File: config.mk
export PLATFORM = sky130hd
export DESIGN_NAME = id_stage
export DESIGN_NICKNAME = d
export VERILOG_FILES = /design/src/rtl/id_stage.sv
export SDC_FILE = /design/constraint.sdc
export NUM_CORES = 1
export LEC_CHECK = 0
export ABC_AREA = 0
export BUFFER_PORTS_ARGS = -buffer_cell sky130_fd_sc_hd__buf_2
export CAP_MARGIN = 20
export CORE_AREA = 2 2 114 116
export DETAILED_ROUTE_END_ITERATION = 12
export DIE_AREA = 0 0 116 118
export PLACE_DENSITY_LB_ADDON = 0.25
export RECOVER_POWER = 100
export SLEW_MARGIN = 20
export SYNTH_ARGS = -nofsm -noshare
export SYNTH_HDL_FRONTEND = slang
export SYNTH_SLANG_ARGS = --single-unit
File: constraint.sdc
create_clock -name clk -period 5.53 [get_ports clk]
set_input_delay 0 -clock clk [delete_from_list [all_inputs] [get_ports clk]]
set_output_delay 0 -clock clk [all_outputs]
set_load 0.1 [all_outputs]
File: src/rtl/id_stage.sv
// rtl/id_stage.sv - RV32I(+M) decode stage with output pipeline register and hazard interlocks
//
// Ports:
//   clk, rst_n                       clock, synchronous active-low reset
//   in_valid_i / in_ready_o          instruction handshake from IF/ID
//   inst_i, inst_addr_i              instruction and its address
//   reg1/2_r_addr_o, reg1/2_r_data_i register-file read port (address combinational from inst_i)
//   ex_jump_ena_i                    taken jump/branch in EX, flushes this stage
//   ex_ready_i / out_valid_o         output register handshake towards EX
//   inst_o .. illegal_o              registered decode results

module id_stage #(
  parameter int XLEN       = 32,
  parameter int REG_NUM    = 32,
  parameter int M_EXT      = 1,
  parameter int DIV_CYCLES = 33,
  localparam int REG_AW    = $clog2(REG_NUM)
) (
  input  logic              clk,
  input  logic              rst_n,
  input  logic              in_valid_i,
  output logic              in_ready_o,
  input  logic [31:0]       inst_i,
  input  logic [31:0]       inst_addr_i,
  output logic [REG_AW-1:0] reg1_r_addr_o,
  output logic [REG_AW-1:0] reg2_r_addr_o,
  input  logic [XLEN-1:0]   reg1_r_data_i,
  input  logic [XLEN-1:0]   reg2_r_data_i,
  input  logic              ex_jump_ena_i,
  input  logic              ex_ready_i,
  output logic              out_valid_o,
  output logic [31:0]       inst_o,
  output logic [31:0]       inst_addr_o,
  output logic [XLEN-1:0]   reg1_r_data_o,
  output logic [XLEN-1:0]   reg2_r_data_o,
  output logic              reg_w_ena_o,
  output logic [REG_AW-1:0] reg_w_addr_o,
  output logic              mem_r_ena_o,
  output logic              mem_w_ena_o,
  output logic              div_o,
  output logic              illegal_o
);

  localparam int DIV_CW = (DIV_CYCLES > 2) ? $clog2(DIV_CYCLES) : 1;

  localparam logic [6:0] OP_R      = 7'b0110011;
  localparam logic [6:0] OP_IMM    = 7'b0010011;
  localparam logic [6:0] OP_LOAD   = 7'b0000011;
  localparam logic [6:0] OP_STORE  = 7'b0100011;
  localparam logic [6:0] OP_BRANCH = 7'b1100011;
  localparam logic [6:0] OP_JAL    = 7'b1101111;
  localparam logic [6:0] OP_JALR   = 7'b1100111;
  localparam logic [6:0] OP_LUI    = 7'b0110111;
  localparam logic [6:0] OP_AUIPC  = 7'b0010111;

  localparam logic [6:0] F7_BASE = 7'b0000000;
  localparam logic [6:0] F7_ALT  = 7'b0100000;
  localparam logic [6:0] F7_MUL  = 7'b0000001;

  logic [6:0] w_opcode;
  logic [4:0] w_rd;
  logic [2:0] w_funct3;
  logic [4:0] w_rs1;
  logic [4:0] w_rs2;
  logic [6:0] w_funct7;

  assign w_opcode = inst_i[6:0];
  assign w_rd     = inst_i[11:7];
  assign w_funct3 = inst_i[14:12];
  assign w_rs1    = inst_i[19:15];
  assign w_rs2    = inst_i[24:20];
  assign w_funct7 = inst_i[31:25];

  logic w_use_rs1, w_use_rs2, w_use_rd;
  logic w_mem_r, w_mem_w, w_is_div, w_known;

  always_comb begin
    w_use_rs1 = 1'b0;
    w_use_rs2 = 1'b0;
    w_use_rd  = 1'b0;
    w_mem_r   = 1'b0;
    w_mem_w   = 1'b0;
    w_is_div  = 1'b0;
    w_known   = 1'b0;
    case (w_opcode)
      OP_R: begin
        w_use_rs1 = 1'b1;
        w_use_rs2 = 1'b1;
        w_use_rd  = 1'b1;
        case (w_funct7)
          F7_BASE: w_known = 1'b1;
          F7_ALT:  w_known = (w_funct3 == 3'b000) || (w_funct3 == 3'b101);
          F7_MUL: begin
            w_known  = (M_EXT != 0);
            w_is_div = w_funct3[2];
          end
          default: w_known = 1'b0;
        endcase
      end
      OP_IMM: begin
        w_use_rs1 = 1'b1;
        w_use_rd  = 1'b1;
        case (w_funct3)
          3'b001:  w_known = (w_funct7 == F7_BASE);
          3'b101:  w_known = (w_funct7 == F7_BASE) || (w_funct7 == F7_ALT);
          default: w_known = 1'b1;
        endcase
      end
      OP_LOAD: begin
        w_use_rs1 = 1'b1;
        w_use_rd  = 1'b1;
        w_mem_r   = 1'b1;
        w_known   = (w_funct3 == 3'b000) || (w_funct3 == 3'b001) || (w_funct3 == 3'b010) ||
                    (w_funct3 == 3'b100) || (w_funct3 == 3'b101);
      end
      OP_STORE: begin
        w_use_rs1 = 1'b1;
        w_use_rs2 = 1'b1;
        w_mem_w   = 1'b1;
        w_known   = (w_funct3 == 3'b000) || (w_funct3 == 3'b001) || (w_funct3 == 3'b010);
      end
      OP_BRANCH: begin
        w_use_rs1 = 1'b1;
        w_use_rs2 = 1'b1;
        w_known   = (w_funct3 != 3'b010) && (w_funct3 != 3'b011);
      end
      OP_JAL: begin
        w_use_rd = 1'b1;
        w_known  = 1'b1;
      end
      OP_JALR: begin
        w_use_rs1 = 1'b1;
        w_use_rd  = 1'b1;
        w_known   = (w_funct3 == 3'b000);
      end
      OP_LUI, OP_AUIPC: begin
        w_use_rd = 1'b1;
        w_known  = 1'b1;
      end
      default: w_known = 1'b0;
    endcase
  end

  // Register indices beyond REG_NUM (RV32E) are only illegal where the field is actually used.
  logic w_range_bad;
  logic w_illegal;
  assign w_range_bad = (w_use_rs1 && (32'(w_rs1) >= 32'(REG_NUM))) ||
                       (w_use_rs2 && (32'(w_rs2) >= 32'(REG_NUM))) ||
                       (w_use_rd  && (32'(w_rd)  >= 32'(REG_NUM)));
  assign w_illegal   = !w_known || w_range_bad;

  assign reg1_r_addr_o = (w_use_rs1 && !w_illegal) ? w_rs1[REG_AW-1:0] : '0;
  assign reg2_r_addr_o = (w_use_rs2 && !w_illegal) ? w_rs2[REG_AW-1:0] : '0;

  logic              w_reg_w;
  logic [REG_AW-1:0] w_reg_w_addr;
  assign w_reg_w      = w_use_rd && !w_illegal && (w_rd != 5'd0);
  assign w_reg_w_addr = w_reg_w ? w_rd[REG_AW-1:0] : '0;

  logic              r_valid;
  logic [31:0]       r_inst;
  logic [31:0]       r_inst_addr;
  logic [XLEN-1:0]   r_reg1_data;
  logic [XLEN-1:0]   r_reg2_data;
  logic              r_reg_w;
  logic [REG_AW-1:0] r_reg_w_addr;
  logic              r_mem_r;
  logic              r_mem_w;
  logic              r_div;
  logic              r_illegal;
  logic [DIV_CW-1:0] r_div_cnt;

  // Compare against the raw 5-bit rs fields so an out-of-range index never aliases a low register.
  logic w_load_use;
  logic w_div_busy;
  logic w_stall;
  logic w_advance;
  logic w_capture;
  assign w_load_use = r_valid && r_mem_r && (r_reg_w_addr != '0) &&
                      ((w_use_rs1 && (w_rs1 == 5'(r_reg_w_addr))) ||
                       (w_use_rs2 && (w_rs2 == 5'(r_reg_w_addr))));
  assign w_div_busy = (r_div_cnt != '0);
  assign w_stall    = w_load_use || w_div_busy;
  assign w_advance  = !r_valid || ex_ready_i;
  assign w_capture  = !ex_jump_ena_i && w_advance && !w_stall && in_valid_i;

  // During a flush the presented instruction is swallowed, so the stage always reports ready.
  assign in_ready_o = ex_jump_ena_i || (w_advance && !w_stall);

  always_ff @(posedge clk) begin
    if (!rst_n) begin
      r_valid      <= 1'b0;
      r_inst       <= '0;
      r_inst_addr  <= '0;
      r_reg1_data  <= '0;
      r_reg2_data  <= '0;
      r_reg_w      <= 1'b0;
      r_reg_w_addr <= '0;
      r_mem_r      <= 1'b0;
      r_mem_w      <= 1'b0;
      r_div        <= 1'b0;
      r_illegal    <= 1'b0;
      r_div_cnt    <= '0;
    end else begin
      if (w_capture) begin
        r_valid      <= 1'b1;
        r_inst       <= inst_i;
        r_inst_addr  <= inst_addr_i;
        r_reg1_data  <= reg1_r_data_i;
        r_reg2_data  <= reg2_r_data_i;
        r_reg_w      <= w_reg_w;
        r_reg_w_addr <= w_reg_w_addr;
        r_mem_r      <= w_mem_r && !w_illegal;
        r_mem_w      <= w_mem_w && !w_illegal;
        r_div        <= w_is_div && !w_illegal;
        r_illegal    <= w_illegal;
      end else if (ex_jump_ena_i || w_advance) begin
        r_valid      <= 1'b0;
        r_inst       <= '0;
        r_inst_addr  <= '0;
        r_reg1_data  <= '0;
        r_reg2_data  <= '0;
        r_reg_w      <= 1'b0;
        r_reg_w_addr <= '0;
        r_mem_r      <= 1'b0;
        r_mem_w      <= 1'b0;
        r_div        <= 1'b0;
        r_illegal    <= 1'b0;
      end

      // The divider keeps running across a flush; only reset clears the count.
      if (w_capture && w_is_div && !w_illegal) begin
        r_div_cnt <= DIV_CW'(DIV_CYCLES - 1);
      end else if (w_div_busy) begin
        r_div_cnt <= r_div_cnt - 1'b1;
      end
    end
  end

  assign out_valid_o   = r_valid;
  assign inst_o        = r_inst;
  assign inst_addr_o   = r_inst_addr;
  assign reg1_r_data_o = r_reg1_data;
  assign reg2_r_data_o = r_reg2_data;
  assign reg_w_ena_o   = r_reg_w;
  assign reg_w_addr_o  = r_reg_w_addr;
  assign mem_r_ena_o   = r_mem_r;
  assign mem_w_ena_o   = r_mem_w;
  assign div_o         = r_div;
  assign illegal_o     = r_illegal;

endmodule

After elaboration in Yosys (flattened, before gate mapping). Index checks and enable logic that the tools add are counted.

Reductions and logical operators: 47. Bitwise gates (word level): 1. Equal/unequal tests: 19. Add/sub/neg operators: 1. Muxes and demuxes: 29.

Operator list (number): 2-to-1 mux 32 bit (5); equality test 7 x 6 -> 1 bit, second input constant (4); 2-to-1 mux 5 bit (5); equality test 7 bit, second input constant (3); logical AND 1 bit (19); equality test 7 x 5 -> 1 bit, second input constant (2); 2-to-1 mux 1 bit (14); 2-to-1 mux 6 bit (2); logical OR 1 bit (11); equality test 5 bit (2); nonzero test 5 bit (2); equality test 7 x 1 -> 1 bit, second input constant (1); equality test 7 x 2 -> 1 bit, second input constant (1); logical NOT 7 bit (1); one-hot mux 1 bit (7 select lines) (1); OR reduction 7 bit (1); equality test 3 bit, second input constant (2); inequality test 3 x 2 -> 1 bit, second input constant (2); nonzero test 6 bit (1); OR reduction 3 bit (2); OR reduction 6 bit (1); subtractor 6 x 1 -> 6 bit, second input constant (1); logical NOT 1 bit (4); one-hot mux 1 bit (2 select lines) (2); 6 further kinds (8).

Word-level logic and storage cells: 110. Bits of input ports: 133. Flip-flop bits (word level): 145.

Logic depth before layout (Yosys ltp). Gate-level depths: netlist of run 1.

Depth after elaboration: 13. Mapped depth: 8. Depth with buffers taken out: 7.

Worst setup path after synthesis of run 1. OpenSTA, ideal clock, no wires.

Kind: reg-to-reg. Start point: reg r_reg_w_addr[0], in the netlist reg_w_addr_o[0]. End point: reg r_reg2_data[2], in the netlist reg2_r_data_o[2]. Path buffers: 2. Data required time: 5.413 ns. Setup time: 0.117 ns. Arrival time: 2.521 ns. Stages on the path, launching flop included: 8. Setup slack: 2.891 ns. Clock period less this slack: 2.639 ns. Path through: dfxtp_1 > or4_4 > o211ai_4 > nor4b_4 > nor4b_4 > buf_12 > buf_12 > a22o_2.

Word-level cells in the longest chain between the ends: 9. Elaborated cells between the ends (all ways): 14. Those cells by class: eq/ne: 2; mux: 1; reduce/logical: 11.

Ends and longest elaborated chain: start, declared (line 166) `logic [REG_AW-1:0] r_reg_w_addr;`; start signal, assigned (line 212) `r_reg_w_addr <= w_reg_w_addr;`; equality test 5 bit (on tied branches) (line 180, 181); logical AND 1 bit (on tied branches) (line 180, 181); logical OR 1 bit (line 180) `((w_use_rs1 && (w_rs1 == 5'(r_reg_w_addr))) ||`; logical AND 1 bit * (line 179) `assign w_load_use = r_valid && r_mem_r && (r_reg_w_addr != '0) &&`; logical OR 1 bit * (line 183) `assign w_stall = w_load_use || w_div_busy;`; logical NOT 1 bit * (line 185) `assign w_capture = !ex_jump_ena_i && w_advance && !w_stall && in_valid_i;`; logical AND 1 bit * (2 in a row) (line 185); 2-to-1 mux 32 bit or nonzero test 2 bit (tied branches); end signal, assigned (line 210) `r_reg2_data <= reg2_r_data_i;`; end, declared (line 164) `logic [XLEN-1:0] r_reg2_data;`.

Every way passes the cells marked *; elsewhere a longest branch is shown, timed or not. A chain may end at the register's enable or synchronous reset.

Worst setup path in the final report of run 1.
Start point: in inst_i[4]. End point: out in_ready_o.

Word-level cells in the longest chain between the ends: 10. Elaborated cells between the ends (all ways): 18. Those cells by class: eq/ne: 6; mux: 2; reduce/logical: 10.

Ends and longest elaborated chain: start, declared (line 23) `input logic [31:0] inst_i,`; equality test 7 x 5 -> 1 bit, or another cell as far along (line 85) `case (w_opcode)`; OR reduction 6 bit (no source line) or OR reduction 3 bit (tied branches); 2-to-1 mux 1 bit (line 85); logical AND 1 bit (on tied branches) (line 180, 181); logical OR 1 bit * (line 180); logical AND 1 bit * (line 179); logical OR 1 bit * (line 183); logical NOT 1 bit * (line 188) `assign in_ready_o = ex_jump_ena_i || (w_advance && !w_stall);`; logical AND 1 bit * (line 188); logical OR 1 bit * (line 188); end, declared (line 22) `output logic in_ready_o,`.

Marked as above.

==> results of run 1 <==
-- state kept, by name, indices dropped and copies added, names as in the netlist --
signal,count
reg_w_addr_o,5
illegal_o,1
reg2_r_data_o,32
inst_addr_o,32
div_o,1
reg_w_ena_o,1
r_div_cnt,6
mem_w_ena_o,1
out_valid_o,1
mem_r_ena_o,1
reg1_r_data_o,32
inst_o,32
-- critical path, delay by kind of cell --
family          cells  cell delay [ns]
compound gates      2             1.24
buf+inv             3             1.07
simple gates        3             1.52
-- kinds of logic (layout without fill, tap and decap cells) --
kind of cell | count (synthesis) | in the layout | share of synthesized area, %
DFF | 145 | 145 | 53.21
and+or+nand+nor | 88 | 88 | 10.44
xor gates and xnor gates | 12 | 12 | 1.927
AOI/OAI and AO/OA | 162 | 162 | 26.77
buffers and inverters | 39 | 455 | 7.431
adders and majority gates | 1 | 1 | 0.2293
-- power by group --
| part | leakage (nW) | switching [mW] | internal, mW | total, mW |
|---|---|---|---|---|
| sequential | 1.17 | 0.0522 | 1.13 | 1.18 |
| combinational | 2.02 | 0.697 | 0.221 | 0.918 |
| clock | 0.288 | 0.419 | 0.723 | 1.14 |
-- final cells by class --
| cell class | count | area (sq um) | share of cell area (%) |
|---|---|---|---|
| Sequential cell | 145 | 2903 | 34.44 |
| Clock inverter | 8 | 101.3 | 1.202 |
| Tap cell | 172 | 215.2 | 2.553 |
| Inverter | 5 | 18.77 | 0.2227 |
| Multi-Input combinational cell | 263 | 2118 | 25.13 |
| Timing Repair Buffer | 418 | 2571 | 30.50 |
| Clock buffer | 24 | 501.7 | 5.952 |
-- Yosys cell counts (2+ instances only) --
master         number  area, sq um
or4_1               2        15.01
dlygate4sd3_1       4        40.04
nand2b_1            4        25.02
a22o_1             73        639.4
o21ai_0             8        40.04
a22o_2             59        590.6
and2_1              2        12.51
clkbuf_1            8        30.03
dlygate4sd1_1       3        26.28
buf_12             11        220.2
nor2_1              9        33.78
o31ai_1             4        30.03
nand4_1             4        25.02
nand3_1             7        35.03
a21oi_1             4        20.02
xnor2_1            11        96.34
and3_1             12        75.07
dfxtp_1           145         2903
nor4b_4             2        47.55
buf_6               4        45.04
nor2b_1             2        12.51
nand2_1            20        75.07
nand4b_1            2        17.52
nor4_1              5        31.28
inv_1               5        18.77
buf_4               2        15.01
nor4b_1             7        61.31
a32o_1              2        20.02
a31o_2              2        17.52
-- per-stage QoR --
stage	total power, mW	cells	hold slack (ns)	cell area [sq um]	worst slack (ns)
global placement	2.041	872	0.2098	6740	3.021
CTS	3.268	1035	0.1242	8655	2.792
finish	3.241	1035	0.1442	8429	1.692
global route	3.352	1035	0.1645	8429	1.351
floorplan	1.927	447	0.1255	5455	2.891
detailed placement	2.055	872	0.2154	6740	2.927
-- final timing paths --
| path | from | to | slack, ns | depth (start not counted) |
|---|---|---|---|---|
| setup / recovery | inst_i[4] | in_ready_o | 1.69 | 8 |
| hold / removal | ex_jump_ena_i | r_div_cnt[1]$_SDFFE_PP0P_ | 0.14 | 5 |
| setup reg to reg | reg_w_addr_o[3]$_SDFFE_PN0P_ | mem_r_ena_o$_SDFFE_PN0P_ | 2.63 | 6 |
| hold reg to reg | illegal_o$_SDFFE_PN0P_ | illegal_o$_SDFFE_PN0P_ | 0.47 | 2 |
-- per-layer routing --
| layer | up-vias | part of all wire, % |
|---|---|---|
| met4 | 0 | 3.4 |
| met2 | 239 | 49 |
| met1 | 2498 | 41 |
| li1 | 2527 | - |
| met5 | - | 0 |
| met3 | 56 | 7.1 |
-- cell usage in the layout, fill, tap and decap left out, drive strengths merged, types with 2 or more instances in the layout --
cell type / count
o31ai: 4
dlygate4sd3: 131
o211ai: 2
nor4b: 9
xnor2: 11
nand4b: 2
dfxtp: 145
nand2b: 4
and3: 12
nor2: 9
nand4: 4
a32o: 2
buf: 136
nor2b: 2
inv: 5
and2: 2
a31o: 2
nand3: 7
o32ai: 2
a21oi: 4
nand2: 20
clkinvlp: 3
or4: 3
a22o: 132
clkinv: 3
o21ai: 8
nor4: 6
bufinv: 2
clkbuf: 175
==> flow_metrics.env, run 1 <==
export IMPL_synth_seq_cells=145
export IMPL_clock_sinks=145
export IMPL_grt_busiest_layer="met2"
export IMPL_critPathArrivalTime_ns=3.84
export IMPL_avgRoutedWirePerCell_um=16.82
export IMPL_worstPathRequired_ns=5.53
export IMPL_dp_hpwl_mm=10.76
export IMPL_syn2layout_area_growth_pct=54.52
export IMPL_antenna_left=0
export IMPL_path_class="in -> out"
export IMPL_power_density_mw_per_mm2=384.5
export IMPL_max_stage_delay_ns=1.09
export IMPL_cp_max_fo=12
export IMPL_grt_setup_unrepaired="false"
export IMPL_cts_clk_slew_worst_paths_ns=0.06
export IMPL_start_util_pct=43.94
export IMPL_final_hold_violation_count=0
export IMPL_cp_end_kind="output port"
export IMPL_grt_max_degree=91
export IMPL_coreArea_sq_mm=0.01241
export IMPL_antenna_cells=0
export IMPL_first_global_vias=5292
export IMPL_grt_pass1_wl_mm=26.68
export IMPL_antenna_found_initial=0
export IMPL_p_leak_nw=3.482
export IMPL_cts_setup_buffers=0
export IMPL_worst_ir_drop_vdd_uv=224.1
export IMPL_numCtsBuffers=17
export IMPL_grt_overflow=0
export IMPL_layout_drive_gt1_share_pct=27.11
export IMPL_gp_congestion=0.7783
export IMPL_dr_pass1_iters=5
export IMPL_io_pins=283
export IMPL_syn_avg_cell_area_sq_um=12.20
export IMPL_root_buffer="clkbuf_16"
export IMPL_synth_cell_area_sq_mm=0.005455
export IMPL_gr_usage_all_layers_pct=24.52
export IMPL_grt_use_met1_pct=28.91
export IMPL_synth_enable_flop_cells=0
export IMPL_cts_tree="yes"
export IMPL_status="finished, final reports clean"
export IMPL_die_height_um=118
export IMPL_portBuffers=282
export IMPL_use_met3_pct=6.952
export IMPL_drv_cap=0
export IMPL_ys_seq_area_share_pct=53.21
export IMPL_drt_initial_drc_count=276
export IMPL_critPathLaunchType="primary input"
export IMPL_clkLatencyLatePin_ns=0.41
export IMPL_synth_warnings=0
export IMPL_fin_tns_setup_ns=0
export IMPL_finalCritPeriodShare_pct=69.41
export IMPL_drv_slew=0
export IMPL_fp_dieW_um=116
export IMPL_post_drt_via_cell_ratio=5.140
export IMPL_hold_path_class="in -> reg"
export IMPL_ys_async_sr_fraction_pct=0
export IMPL_cts_hold_buffers=131
export IMPL_synth_cell_types=53
export IMPL_slew_limit_headroom_pct=14.26
export IMPL_grt_met2_usage_pct=40.31
export IMPL_worst_slew_pin_slew_ns=1.268
export IMPL_post_route_min_period_ns=3.838
export IMPL_rows=41
export IMPL_fmaxAchievable_mhz=260.5
export IMPL_die_area_sq_mm=0.01369
export IMPL_synth_ff_type="dfxtp_1"
export IMPL_fin_skew_ns=0.01032
export IMPL_clockBufferDepth=2
export IMPL_crit_slowest_cell="nor4b_1"
export IMPL_cts_htree_levels=4
export IMPL_vias=5320
export IMPL_drc=0
export IMPL_cts_resized=0
export IMPL_synth_nets=581
export IMPL_setup_viol=0
export IMPL_final_util_pct=67.90
export IMPL_final_fill_count=1015
export IMPL_syn_instance_count=447
export IMPL_finalNetCount=984
export IMPL_worstPathCellList="dlygate4sd3_1 -> clkbuf_1 -> nand3b_1 -> o32ai_1 -> nor4b_1 -> nor2_1 -> a31o_2 -> buf_2"
export IMPL_routed_wl_mm=17.41
Note: power is estimated with default switching activity, not from simulation.
==> run 2: changes to the inputs <==
--- a/config.mk
+++ b/config.mk
@@ -5,12 +5,12 @@
 export SDC_FILE = /design/constraint.sdc
 export NUM_CORES = 1
 export LEC_CHECK = 0
-export ABC_AREA = 0
+export ABC_AREA = 1
 export BUFFER_PORTS_ARGS = -buffer_cell sky130_fd_sc_hd__buf_2
 export CAP_MARGIN = 20
-export CORE_AREA = 2 2 114 116
+export CORE_AREA = 2 2 125 127
 export DETAILED_ROUTE_END_ITERATION = 12
-export DIE_AREA = 0 0 116 118
+export DIE_AREA = 0 0 127 129
 export PLACE_DENSITY_LB_ADDON = 0.25
 export RECOVER_POWER = 100
 export SLEW_MARGIN = 20
==> constraint.sdc (replaced) <==
create_clock -name clk -period 3.2 [get_ports clk]
set_input_delay 0 -clock clk [delete_from_list [all_inputs] [get_ports clk]]
set_output_delay 0 -clock clk [all_outputs]
set_load 0.1 [all_outputs]
==> run 2 against run 1 <==
First-iteration DRC count increased by 97%. Highest routed layer unchanged. Routed wire length increased by 23%. Worst hold slack got worse by 0.11 ns. Clock skew decreased by 0.0018 ns. Die area increased by 20%. Sequential cell count unchanged. Critical path depth increased by 2. Clock-buffer cell count decreased by 5. Area after synthesis increased by 16%. Final cell count increased by 35%. Clock power increased by 85%. Largest cell class unchanged. Non-clock buffer count increased by 2.
==> flow_metrics.env, run 2 <==
export IMPL_slew_limit_headroom_pct=14.88
export IMPL_hold_path_class="in -> reg"
export IMPL_start_util_pct=42.07
export IMPL_final_hold_violation_count=0
export IMPL_die_area_sq_mm=0.01638
export IMPL_worst_slew_pin_slew_ns=1.282
export IMPL_hold_slack_ns=0.03910
export IMPL_crit_slowest_cell="clkbuf_1"
export IMPL_ys_seq_area_share_pct=46.07
export IMPL_crit_path_frequent_cell="nor2_1"
export IMPL_synth_area_leaders="dfxtp_1 46%, nand4_1 13%, nand2_1 11%, a21oi_1 10%, nor2_1 4.3%"
export IMPL_p_seq_share_pct=31.9
export IMPL_yosysMostFrequentCell="nand2_1"
export IMPL_gr_usage_all_layers_pct=25.06
export IMPL_worstPathCellList="dlygate4sd3_1 -> buf_2 -> nor3_4 -> nand3_1 -> o21ai_0 -> nor2_1 -> nand3_2 -> nand2_1 -> nor2_1 -> clkbuf_1"
export IMPL_pre_cts_ws_ns=0.9209
export IMPL_clkLatencyLatePin_ns=0.42
export IMPL_clockBufferDepth=2
export IMPL_synth_top_family_by_area="simple AND/OR/NAND/NOR gates"
export IMPL_post_drt_via_cell_ratio=5.315
export IMPL_synth_nets=959
export IMPL_max_stage_delay_ns=0.89
export IMPL_path_class="in -> out"
export IMPL_path_buf_inv=3
export IMPL_routed_wl_mm=21.41
export IMPL_synth_cell_area_sq_mm=0.006301
export IMPL_p_comb_share_pct=34.8
export IMPL_cts_resized=0
export IMPL_place_area_sq_mm=0.007617
export IMPL_antenna_left=0
export IMPL_avgRoutedWirePerCell_um=15.37
export IMPL_critPathArrivalTime_ns=2.75
export IMPL_setup_viol=0
export IMPL_grt_max_degree=79
export IMPL_post_route_min_period_ns=2.751
export IMPL_yosysTopAreaCell="dfxtp_1"
export IMPL_worstPathRequired_ns=3.20
export IMPL_final_fill_count=1372
export IMPL_syn2layout_area_growth_pct=48.01
export IMPL_synthMuxAreaShare_pct=0
export IMPL_synth_enable_flop_cells=0
export IMPL_fp_dieW_um=127
export IMPL_grt_overflow=0
export IMPL_fin_ws_ns=0.4492
export IMPL_cp_end_kind="output port"
export IMPL_finalCritPeriodShare_pct=85.96
export IMPL_p_sw_share_pct=40.90
export IMPL_switchingPower_mw=2.592
export IMPL_fin_tns_setup_ns=0
export IMPL_fin_skew_ns=0.008536
export IMPL_status="finished, final reports clean"
export IMPL_cts_htree_levels=4
export IMPL_grt_setup_unrepaired="false"
export IMPL_p_int_mw=3.745
export IMPL_first_global_vias=6781
export IMPL_final_cell_mix="182 x nand2_1, 151 x clkbuf_1, 145 x dfxtp_1"
export IMPL_totalPowerFinal_mw=6.337
export IMPL_worst_ir_drop_vdd_uv=476.8
export IMPL_rows=45
export IMPL_vias=7404
export IMPL_root_buffer="clkbuf_16"
export IMPL_drc=0
export IMPL_clockPowerShare_pct=33.2
export IMPL_critPathLaunchType="primary input"
export IMPL_seqCellArea_sq_mm=0.002903
export IMPL_cp_max_fo=9
export IMPL_synthSimpleGateAreaFrac_pct=31.75
export IMPL_antenna_cells=0
export IMPL_synth_ff_type="dfxtp_1"
export IMPL_dp_hpwl_mm=13.04
export IMPL_coreArea_sq_mm=0.01498
export IMPL_synth_seq_cells=145
export IMPL_synth_compound_area_share_pct=11.56
export IMPL_clock_sinks=145
export IMPL_io_pins=283
export IMPL_gp_congestion=0.8958
export IMPL_dr_pass1_iters=5
export IMPL_layout_drive_gt1_share_pct=15.44
export IMPL_synth_cell_types=32
export IMPL_syn_avg_cell_area_sq_um=7.638
export IMPL_drv_cap=0
export IMPL_numCtsBuffers=17
export IMPL_cts_clk_slew_worst_paths_ns=0.06
export IMPL_cts_tree="yes"
export IMPL_fmaxAchievable_mhz=363.5
export IMPL_die_height_um=129
export IMPL_synthAdderAreaFrac_pct=0.1986
export IMPL_crit_family="buffers and inverters"
export IMPL_drv_slew=0
export IMPL_finalNetCount=1326
export IMPL_synthXorXnorAreaFrac_pct=0.4170
export IMPL_p_leak_nw=3.523
export IMPL_power_density_mw_per_mm2=679.5
export IMPL_multi_input_area_sq_mm=0.002760
export IMPL_syn_instance_count=825
export IMPL_synth_commonest_cells="181 x nand2_1, 145 x dfxtp_1, 134 x nand4_1"
export IMPL_final_common_cell="nand2_1"
export IMPL_synth_warnings=0
export IMPL_antenna_found_initial=0
export IMPL_ys_async_sr_fraction_pct=0
export IMPL_grt_pass1_wl_mm=33.53
export IMPL_portBuffers=282
export IMPL_drt_initial_drc_count=545
export IMPL_synth_top_cell_area_share_pct=46.07
export IMPL_stdcell_area_sq_mm=0.009326
==> run 2: changes by cell type in the layout (fill, tap and decap cells not counted), moves of 9 or more <==
| cell | delta |
|---|---|
| inv_1 | +34 |
| nand4_1 | +130 |
| a22o_2 | -59 |
| nand2_1 | +162 |
| a22o_1 | -73 |
| a21oi_1 | +128 |
| nor2_1 | +64 |
| and3_1 | -12 |
| xnor2_1 | -9 |
==> run 2: area by class of cell <==
| class | instances | share of cell area, % |
|---|---|---|
| clock buffers | 19 | 4.642 |
| clock inverters | 13 | 1.999 |
| inverters | 42 | 1.744 |
| multi-input cells | 566 | 29.59 |
| flip-flops and latches | 145 | 31.12 |
| well taps | 188 | 2.522 |
| repair buffers | 420 | 28.37 |
==> run 2: path summary, 6_finish.rpt <==
path	start	end	slack, ns	cells past startpoint
setup / recovery	inst_i[2]	reg1_r_addr_o[4]	0.45	10
hold / removal	in_valid_i	div_o$_SDFFE_PN0P_	0.04	5
setup reg to reg	r_div_cnt[0]$_SDFFE_PP0P_	mem_r_ena_o$_SDFFE_PN0P_	0.70	11
hold reg to reg	reg2_r_data_o[18]$_SDFFE_PN0P_	reg2_r_data_o[18]$_SDFFE_PN0P_	0.46	2
==> run 2: kinds of logic (layout without fill, tap and decap cells) <==
family / after synthesis / in the layout
AND/OR/NAND/NOR: 418 / 418
buffers and inverters: 114 / 494
adder cells (fa/ha/maj): 1 / 1
XOR/XNOR: 3 / 3
AO/OA/AOI/OAI: 144 / 144
flip-flops: 145 / 145
==> run 2: per-layer routing <==
layer  vias to the layer above  share of wire (%)  track usage (%)
met5                         -                  0                0
met4                         0                2.9            11.51
met3                        58                8.1            7.027
met2                       357                 47            40.04
met1                      3419                 42            31.67
li1                       3570                  -                -
==> run 2: through the flow <==
| step | util, % | std cells |
|---|---|---|
| 2_1_floorplan | - | 825 |
| 3_3_place_gp | 50.86 | 1232 |
| 3_5_place_dp | 50.86 | 1232 |
| 4_1_cts | 63.62 | 1393 |
| 5_1_grt | 62.27 | 1393 |
| 6_report | 62.27 | 1393 |
==> run 2: power by group through the flow <==
stage	registers, mW	clock network, mW	logic [mW]
floorplan	2.86	0	1.05
global placement	2.05	0	2.11
detailed placement	2.06	0	2.11
CTS	2.02	2.14	2.23
global route	2.04	2.21	2.34
finish	2.02	2.11	2.21
==> run 2: tightest hold or removal path: cells and delay by family <==
family / cells / cell delay [ns]
buffers and inverters: 1 / 0.11
and+or+nand+nor: 4 / 0.29
==> run 2: timing repair <==
item,in CTS,in global routing
buffers inserted,0,0
hold buffers,129,0
hold endpoints to repair,131,0
